`config.mk`:
```
export PLATFORM = sky130hd
export DESIGN_NAME = qdot_sequencer_flat
export DESIGN_NICKNAME = d
export VERILOG_FILES = /design/src/rtl/qdot_pkg.sv /design/src/rtl/qdot_if.sv /design/src/rtl/qmul.sv /design/src/rtl/qdot_sequencer.sv /design/src/flat_wrapper.sv
export SDC_FILE = /design/constraint.sdc
export NUM_CORES = 1
export LEC_CHECK = 0
export ABC_AREA = 1
export ABC_CLOCK_PERIOD_IN_PS = 2060
export CORE_MARGIN = 10
export CORE_UTILIZATION = 30
export CTS_BUF_LIST = sky130_fd_sc_hd__clkbuf_4 sky130_fd_sc_hd__clkbuf_8 sky130_fd_sc_hd__clkbuf_16
export DETAILED_ROUTE_END_ITERATION = 12
export PLACE_DENSITY_LB_ADDON = 0.12
export SLEW_MARGIN = 5
export SYNTH_ARGS = -nofsm -noshare
export SYNTH_HDL_FRONTEND = slang
export SYNTH_SLANG_ARGS = --single-unit
```
`constraint.sdc`:
```
create_clock -name clk -period 2.06 [get_ports clk]
set_clock_uncertainty 0.15 [all_clocks]
set_input_delay 0.515 -clock clk [delete_from_list [all_inputs] [get_ports clk]]
set_output_delay 0.515 -clock clk [all_outputs]
set_load 0.005 [all_outputs]
```
`src/rtl/qdot_pkg.sv`:
```
// Shared types and width helpers for the fixed-point dot-product sequencer.
package qdot_pkg;

    typedef enum logic [2:0] {
        IDLE,
        RUN,
        DRAIN,
        ROUND,
        DONE
    } state_t;

    function automatic int unsigned op_w(input int unsigned nfb);
        return nfb + 1;
    endfunction

    function automatic int unsigned acc_w(input int unsigned nfb, input int unsigned max_len);
        return 2 * (nfb + 1) + $clog2(max_len);
    endfunction

    function automatic int unsigned len_w(input int unsigned max_len);
        return $clog2(max_len + 1);
    endfunction

    // Half an output LSB, added before the truncating shift
    function automatic int unsigned round_off(input int unsigned nfb);
        return 32'd1 << (nfb - 1);
    endfunction

endpackage

```
`src/rtl/qdot_if.sv`:
```
// Control, operand-stream and result-stream signals of the dot-product sequencer.
interface qdot_if
    import qdot_pkg::*;
#(
    parameter int unsigned NUM_FIXED_BITS = 8,
    parameter int unsigned MAX_LEN        = 16
) ();
    localparam int unsigned W     = op_w(NUM_FIXED_BITS);
    localparam int unsigned LEN_W = len_w(MAX_LEN);

    logic                    start;
    logic [LEN_W-1:0]        len;
    logic                    busy;
    logic signed [W-1:0]     a_data;
    logic signed [W-1:0]     b_data;
    logic                    in_valid;
    logic                    in_ready;
    logic signed [W-1:0]     res_data;
    logic                    res_sat;
    logic                    res_valid;
    logic                    res_ready;

    modport master (
        output start, len, a_data, b_data, in_valid, res_ready,
        input  busy, in_ready, res_data, res_sat, res_valid
    );

    modport slave (
        input  start, len, a_data, b_data, in_valid, res_ready,
        output busy, in_ready, res_data, res_sat, res_valid
    );
endinterface

```
`src/rtl/qmul.sv`:
```
// Registered signed W x W -> 2W multiplier; the single shared multiply resource.
module qmul
    import qdot_pkg::*;
#(
    parameter int unsigned W = op_w(8)
) (
    input  logic                  clk,
    input  logic                  rst,
    input  logic                  in_valid,
    input  logic signed [W-1:0]   a,
    input  logic signed [W-1:0]   b,
    output logic                  out_valid,
    output logic signed [2*W-1:0] p
);
    localparam int unsigned PW = 2 * W;

    always_ff @(posedge clk or posedge rst) begin
        if (rst) begin
            out_valid <= 1'b0;
            p         <= '0;
        end else begin
            out_valid <= in_valid;
            if (in_valid) begin
                p <= PW'(a) * PW'(b);
            end
        end
    end
endmodule

```
`src/rtl/qdot_sequencer.sv`:
```
// Dot product of up to MAX_LEN signed Q0.N pairs through one shared registered
// multiplier and a guard-bit accumulator; result is rounded and saturated.
module qdot_sequencer
    import qdot_pkg::*;
#(
    parameter int unsigned NUM_FIXED_BITS = 8,
    parameter int unsigned MAX_LEN        = 16
) (
    input  logic  clk,
    input  logic  rst,
    qdot_if.slave bus
);
    localparam int unsigned W     = op_w(NUM_FIXED_BITS);
    localparam int unsigned ACC_W = acc_w(NUM_FIXED_BITS, MAX_LEN);
    localparam int unsigned LEN_W = len_w(MAX_LEN);
    localparam int unsigned PW    = 2 * W;
    localparam int unsigned RW    = ACC_W - NUM_FIXED_BITS;

    localparam logic [LEN_W-1:0]        MAX_LEN_V = LEN_W'(MAX_LEN);
    localparam logic signed [ACC_W-1:0] RND       = ACC_W'(round_off(NUM_FIXED_BITS));
    localparam int                      SAT_HI    = (1 << NUM_FIXED_BITS) - 1;
    localparam int                      SAT_LO    = -(1 << NUM_FIXED_BITS);

    state_t                   state, state_n;
    logic [LEN_W-1:0]         count;
    logic signed [ACC_W-1:0]  acc;
    logic                     p_valid;
    logic signed [PW-1:0]     prod;

    logic                     busy_q, in_ready_q, res_valid_q, res_sat_q;
    logic signed [W-1:0]      res_data_q;

    logic                     accept_c;
    logic [LEN_W-1:0]         len_clamped_c;
    logic signed [ACC_W-1:0]  rsum_c;
    logic signed [RW-1:0]     r_c;
    logic signed [W-1:0]      sat_data_c;
    logic                     sat_flag_c;

    assign accept_c      = bus.in_valid & in_ready_q & (state == RUN);
    assign len_clamped_c = (bus.len > MAX_LEN_V) ? MAX_LEN_V : bus.len;

    qmul #(.W(W)) u_qmul (
        .clk       (clk),
        .rst       (rst),
        .in_valid  (accept_c),
        .a         (bus.a_data),
        .b         (bus.b_data),
        .out_valid (p_valid),
        .p         (prod)
    );

    always_ff @(posedge clk or posedge rst) begin
        if (rst) state <= IDLE;
        else     state <= state_n;
    end

    always_comb begin
        state_n = state;
        case (state)
            IDLE:    if (bus.start) state_n = (bus.len == '0) ? ROUND : RUN;
            RUN:     if (accept_c && count == LEN_W'(1)) state_n = DRAIN;
            DRAIN:   state_n = ROUND;
            ROUND:   state_n = DONE;
            DONE:    if (bus.res_ready) state_n = IDLE;
            default: state_n = IDLE;
        endcase
    end

    // Round half toward +inf, then clip to the operand range
    always_comb begin
        rsum_c     = acc + RND;
        r_c        = RW'(rsum_c >>> NUM_FIXED_BITS);
        sat_flag_c = 1'b0;
        sat_data_c = W'(r_c);
        if (r_c > RW'(SAT_HI)) begin
            sat_flag_c = 1'b1;
            sat_data_c = W'(SAT_HI);
        end else if (r_c < RW'(SAT_LO)) begin
            sat_flag_c = 1'b1;
            sat_data_c = W'(SAT_LO);
        end
    end

    always_ff @(posedge clk or posedge rst) begin
        if (rst) begin
            count       <= '0;
            acc         <= '0;
            busy_q      <= 1'b0;
            in_ready_q  <= 1'b0;
            res_valid_q <= 1'b0;
            res_sat_q   <= 1'b0;
            res_data_q  <= '0;
        end else begin
            busy_q      <= (state_n != IDLE);
            in_ready_q  <= (state_n == RUN);
            res_valid_q <= (state_n == DONE);
            if (state == IDLE && bus.start) begin
                count <= len_clamped_c;
                acc   <= '0;
            end else begin
                if (accept_c) count <= count - LEN_W'(1);
                if (p_valid)  acc   <= acc + ACC_W'(prod);
            end
            if (state == ROUND) begin
                res_data_q <= sat_data_c;
                res_sat_q  <= sat_flag_c;
            end
        end
    end

    assign bus.busy      = busy_q;
    assign bus.in_ready  = in_ready_q;
    assign bus.res_valid = res_valid_q;
    assign bus.res_sat   = res_sat_q;
    assign bus.res_data  = res_data_q;
endmodule

```
`src/flat_wrapper.sv`:
```
// flat-port wrapper written by rule: the top's interface ports become plain ports
module qdot_sequencer_flat import qdot_pkg::*;
#(
    parameter int unsigned NUM_FIXED_BITS = 8,
    parameter int unsigned MAX_LEN        = 16
)
  (clk, rst, bus_start, bus_len, bus_a_data, bus_b_data, bus_in_valid, bus_res_ready, bus_busy, bus_in_ready, bus_res_data, bus_res_sat, bus_res_valid);
  qdot_if #(.NUM_FIXED_BITS(NUM_FIXED_BITS), .MAX_LEN(MAX_LEN)) bus_i ();
  input  logic clk;
  input  logic rst;
  input wire logic [$bits(bus_i.start)-1:0] bus_start;
  input wire logic [$bits(bus_i.len)-1:0] bus_len;
  input wire logic [$bits(bus_i.a_data)-1:0] bus_a_data;
  input wire logic [$bits(bus_i.b_data)-1:0] bus_b_data;
  input wire logic [$bits(bus_i.in_valid)-1:0] bus_in_valid;
  input wire logic [$bits(bus_i.res_ready)-1:0] bus_res_ready;
  output wire logic [$bits(bus_i.busy)-1:0] bus_busy;
  output wire logic [$bits(bus_i.in_ready)-1:0] bus_in_ready;
  output wire logic [$bits(bus_i.res_data)-1:0] bus_res_data;
  output wire logic [$bits(bus_i.res_sat)-1:0] bus_res_sat;
  output wire logic [$bits(bus_i.res_valid)-1:0] bus_res_valid;
  assign bus_i.start = bus_start;
  assign bus_i.len = bus_len;
  assign bus_i.a_data = bus_a_data;
  assign bus_i.b_data = bus_b_data;
  assign bus_i.in_valid = bus_in_valid;
  assign bus_i.res_ready = bus_res_ready;
  assign bus_busy = bus_i.busy;
  assign bus_in_ready = bus_i.in_ready;
  assign bus_res_data = bus_i.res_data;
  assign bus_res_sat = bus_i.res_sat;
  assign bus_res_valid = bus_i.res_valid;
  qdot_sequencer #(.NUM_FIXED_BITS(NUM_FIXED_BITS), .MAX_LEN(MAX_LEN)) u_core (.clk(clk), .rst(rst), .bus(bus_i));
endmodule
```
==> summary.md, run 1 <==
| Metric | Value |
|---|---|
| Placed Area | slightly above 0.009 mm2 |
| CP Depth | 14 |
| Antenna Cells | 0 |
| Nets | between 1000 and 1500 |
| Tcrit/Tclk final | 209% |
| Clock transition at path regs | roughly 60 ps |
| Cells after synthesis | a little under 1000 |
| Largest net degree at the start of global routing | between 60 and 70 |
| Via count | between 6000 and 7000 |
| Die Span Y | between 150 and 200 um |
| Flop-to-flop setup slack | approximately 30 ps |
| Gr ovfl total | 0 |
| Critical path buffer and inverter count | 3 |
| Power per cell area | 1770 mW/mm2 |
| Worst Setup SP | bus_a_data[0] |
| Min cycle time layout | ~4300 ps |
| Max-Cap Viols | 0 |
| Critical path's top delay family | adder cells |
| Vias in the first global route | between 7000 and 8000 |
| Synth-to-Final Area Change | 53.2% |
| Clk Latency, worst-skew pair | 350 ps |
| FF-to-FF Start | u_core.acc[9]$_DFFE_PP0P_ |
| Initial antenna violation count | 0 |
| Max VDD drop | around 1 mV |
| Buffer levels on the longest clock path | 2 |
| Root buf cell | clkbuf_16 |
| Initial Util | approximately 31% |
| Detailed Route Iter0 Violations | approximately 260 |
| Seq/Total Area, Yosys | a little over a fifth |
| Cts bufs inserted | 9 |
| Worst setup path end | u_core.u_qmul.p[9]$_DFFE_PP0P_ |
| Ys flop type | dfrtp_1 |
| DR vias/cell | around 4.6 |
| HPWL Detailed | between 15 and 20 mm |
| WP data arrival | roughly 4400 ps |
| Crit path cell chain | buf_6, or2_4, fa_1, fa_1, fa_1, fa_1, inv_2, fa_2, ha_4, a21oi_4, nand2_4, buf_4, xnor2_4, o21ai_1 |
| Core area | around 0.024 mm2 |
| Synth cell types | 42 |
| Row Count | between 50 and 60 |
| #FFs+latches synth | a little over 60 |
| Most frequent cell on the critical path | fa_1 |
| Ports | 41 |
| Share of layout cells above drive strength 1 | 39.3% |
| Outcome | finished, violations left |
| CTS tree | done |
| Startpoint types | primary input |
| First-pass GRT wire length | between 30 and 40 mm |
| Max_slew headroom | 73.1% |
| Placer Congestion | between 0.8 and 0.9 |
| Slowest cell on crit path | fa_1 |
| Most frequent cells in the layout | 214 x nand2_1, 138 x inv_1, 135 x buf_4 |
| Worst hold path class | reg2reg |
| Most common cell after layout, fill and taps aside | nand2_1 |
| Max frequency | around 230 MHz |
| Max Slew Vio Count | 0 |
| Syn_nets | 1135 |
| R2R depth | 11 |
| H-tree levels | 3 |
| # setup viols final | 15 |
| Final Core Density | roughly 47% |
| Crit path required time | between 2000 and 2500 ps |
| Final setup margin | -2240 ps |
| Fill cell count | between 2000 and 2500 |
| Clock sinks | slightly above 60 |
| Reg area | approximately 0.0016 mm2 |
| Critical path class | in2reg |
| Drt pass-1 iters | 4 |
| Setup_tns | -26970 ps |
| Max FO, Critical Path | 5 |
| Post-synth EDFFs | 0 |
| Area of the multi-input gates | between 0.006 and 0.007 mm2 |
| All-Layer GR Usage | ~14% |
| Die width | approximately 180 um |
| Worst Setup End Kind | register |
| DR WL/cell | about 14 um |
| RSZ-0062 raised after global routing | true |
| Final wirelength | between 20 and 25 mm |
| DIE AREA | roughly 0.031 mm2 |
| Design area | 0.0111 mm2 |
| Total power | 19.7 mW |
| Pre-CTS setup slack | -3120 ps |
| Mapped Area | slightly above 0.007 mm2 |
| FF-to-FF End | u_core.acc[18]$_DFFE_PP0P_ |
| DRC viols | 0 |
| Final antenna-violating net count | 0 |
| Worst slew pin tran | ~400 ps |
| Ys async rst share | 100% |
| Final hold viol count | 0 |
| Lkg Pwr | 5.30 nW |
| Slowest stage delay, CP | between 500 and 600 ps |
| Failing checks | negative setup slack |
| Mapped Avg Cell Area | approximately 7.4 um2 |
| Yosys Warn Count | 0 |
| Hold_buf cts | 0 |
| Port Buffers | 40 |
-- metrics by stage --
step | cells | hold WS (ps)
floorplan | 974 | 303
global placement | 1436 | 317
detailed placement | 1436 | 314
CTS | 1471 | 331
global route | 1487 | 358
finish | 1487 | 327
-- cell families (layout without fill, tap and decap cells) --
family	count (synthesis)	count (layout)	synth area share [%]
flops	62	62	21.4
fa+ha+maj	133	133	30.3
compound gates	138	138	10.6
buf+inv	201	394	10.6
simple gates	420	421	24.7
xor+xnor	20	20	2.42
-- tightest hold or removal path, cell delays in order, from the launching register on --
cell and delay, ps:
dfrtp_1 340, nand2_1 50, nand2_1 50
-- worst min-delay path by stage --
stage / startpoint / endpoint / cells after the start
after floorplan: u_core.acc[5]$_DFFE_PP0P_ / u_core.acc[5]$_DFFE_PP0P_ / 2
after global placement: u_core.bus.res_sat$_DFFE_PP0N_ / u_core.bus.res_sat$_DFFE_PP0N_ / 2
after detailed placement: u_core.bus.res_sat$_DFFE_PP0N_ / u_core.bus.res_sat$_DFFE_PP0N_ / 2
after CTS: u_core.bus.res_sat$_DFFE_PP0N_ / u_core.bus.res_sat$_DFFE_PP0N_ / 2
after global routing: u_core.bus.res_data[3]$_DFFE_PP0N_ / u_core.bus.res_data[3]$_DFFE_PP0N_ / 2
final: u_core.bus.res_data[2]$_DFFE_PP0N_ / u_core.bus.res_data[2]$_DFFE_PP0N_ / 2
-- where the power goes --
part           switching, mW  leakage (nW)  internal, mW
combinational           8.15          4.37          7.54
clock                  0.627         0.159          1.08
sequential             0.521         0.775          1.76
-- flip-flops by register name, indices dropped and copies added (netlist names), 3 cells and up --
name,cells
u_core.state,3
u_core.count,5
u_core.bus.res_data,9
u_core.acc,22
u_core.u_qmul.p,18
-- Yosys cell counts, types with 6 or more instances --
| master | count | area, um2 |
|---|---|---|
| a21oi_1 | 46 | 230 |
| nand3_1 | 41 | 205 |
| o21ai_1 | 7 | 35.0 |
| nand4_1 | 14 | 87.6 |
| xor2_1 | 12 | 105 |
| nor3_1 | 12 | 60.1 |
| inv_2 | 6 | 22.5 |
| fa_1 | 71 | 1420 |
| a21o_1 | 6 | 45.0 |
| nand2_1 | 265 | 995 |
| inv_1 | 169 | 634 |
| ha_1 | 62 | 776 |
| o21ai_0 | 53 | 265 |
| xnor2_1 | 8 | 70.1 |
| nor2_1 | 64 | 240 |
| o22ai_1 | 6 | 37.5 |
| dfrtp_1 | 62 | 1550 |
| clkbuf_1 | 20 | 75.1 |
| a31oi_1 | 7 | 43.8 |
-- repair_timing --
item,in CTS,in global routing
endpoints found under the hold margin,0,0
gates cloned,0,1
pin swaps,84,79
setup endpoints to repair,29,41
resized for setup,231,168
setup buffers,20,17
-- cell type report --
cell class / instances / share of cell area [%]
Sequential cell: 62 / 14.0
Inverter: 175 / 6.04
Timing Repair Buffer: 203 / 16.1
Clock buffer: 9 / 2.03
Clock inverter: 7 / 0.946
Tap cell: 319 / 3.59
Multi-Input combinational cell: 712 / 57.3
-- routing by layer --
| layer | up-vias | part of all wire, % | GRT usage [%] |
|---|---|---|---|
| met5 | - | 0 | 0 |
| met4 | 0 | 1.8 | 3.89 |
| met3 | 25 | 1.9 | 1.89 |
| met2 | 69 | 52 | 24.9 |
| met1 | 3296 | 45 | 16.8 |
| li1 | 3459 | - | - |
Power figures use the tool's default switching activity.
==> inputs of run 2 (changes only) <==
- HOLD_SLACK_MARGIN: unset -> 0.05
==> results of run 2 <==
Final layout, timing and power as in run 1 (identical DEF).
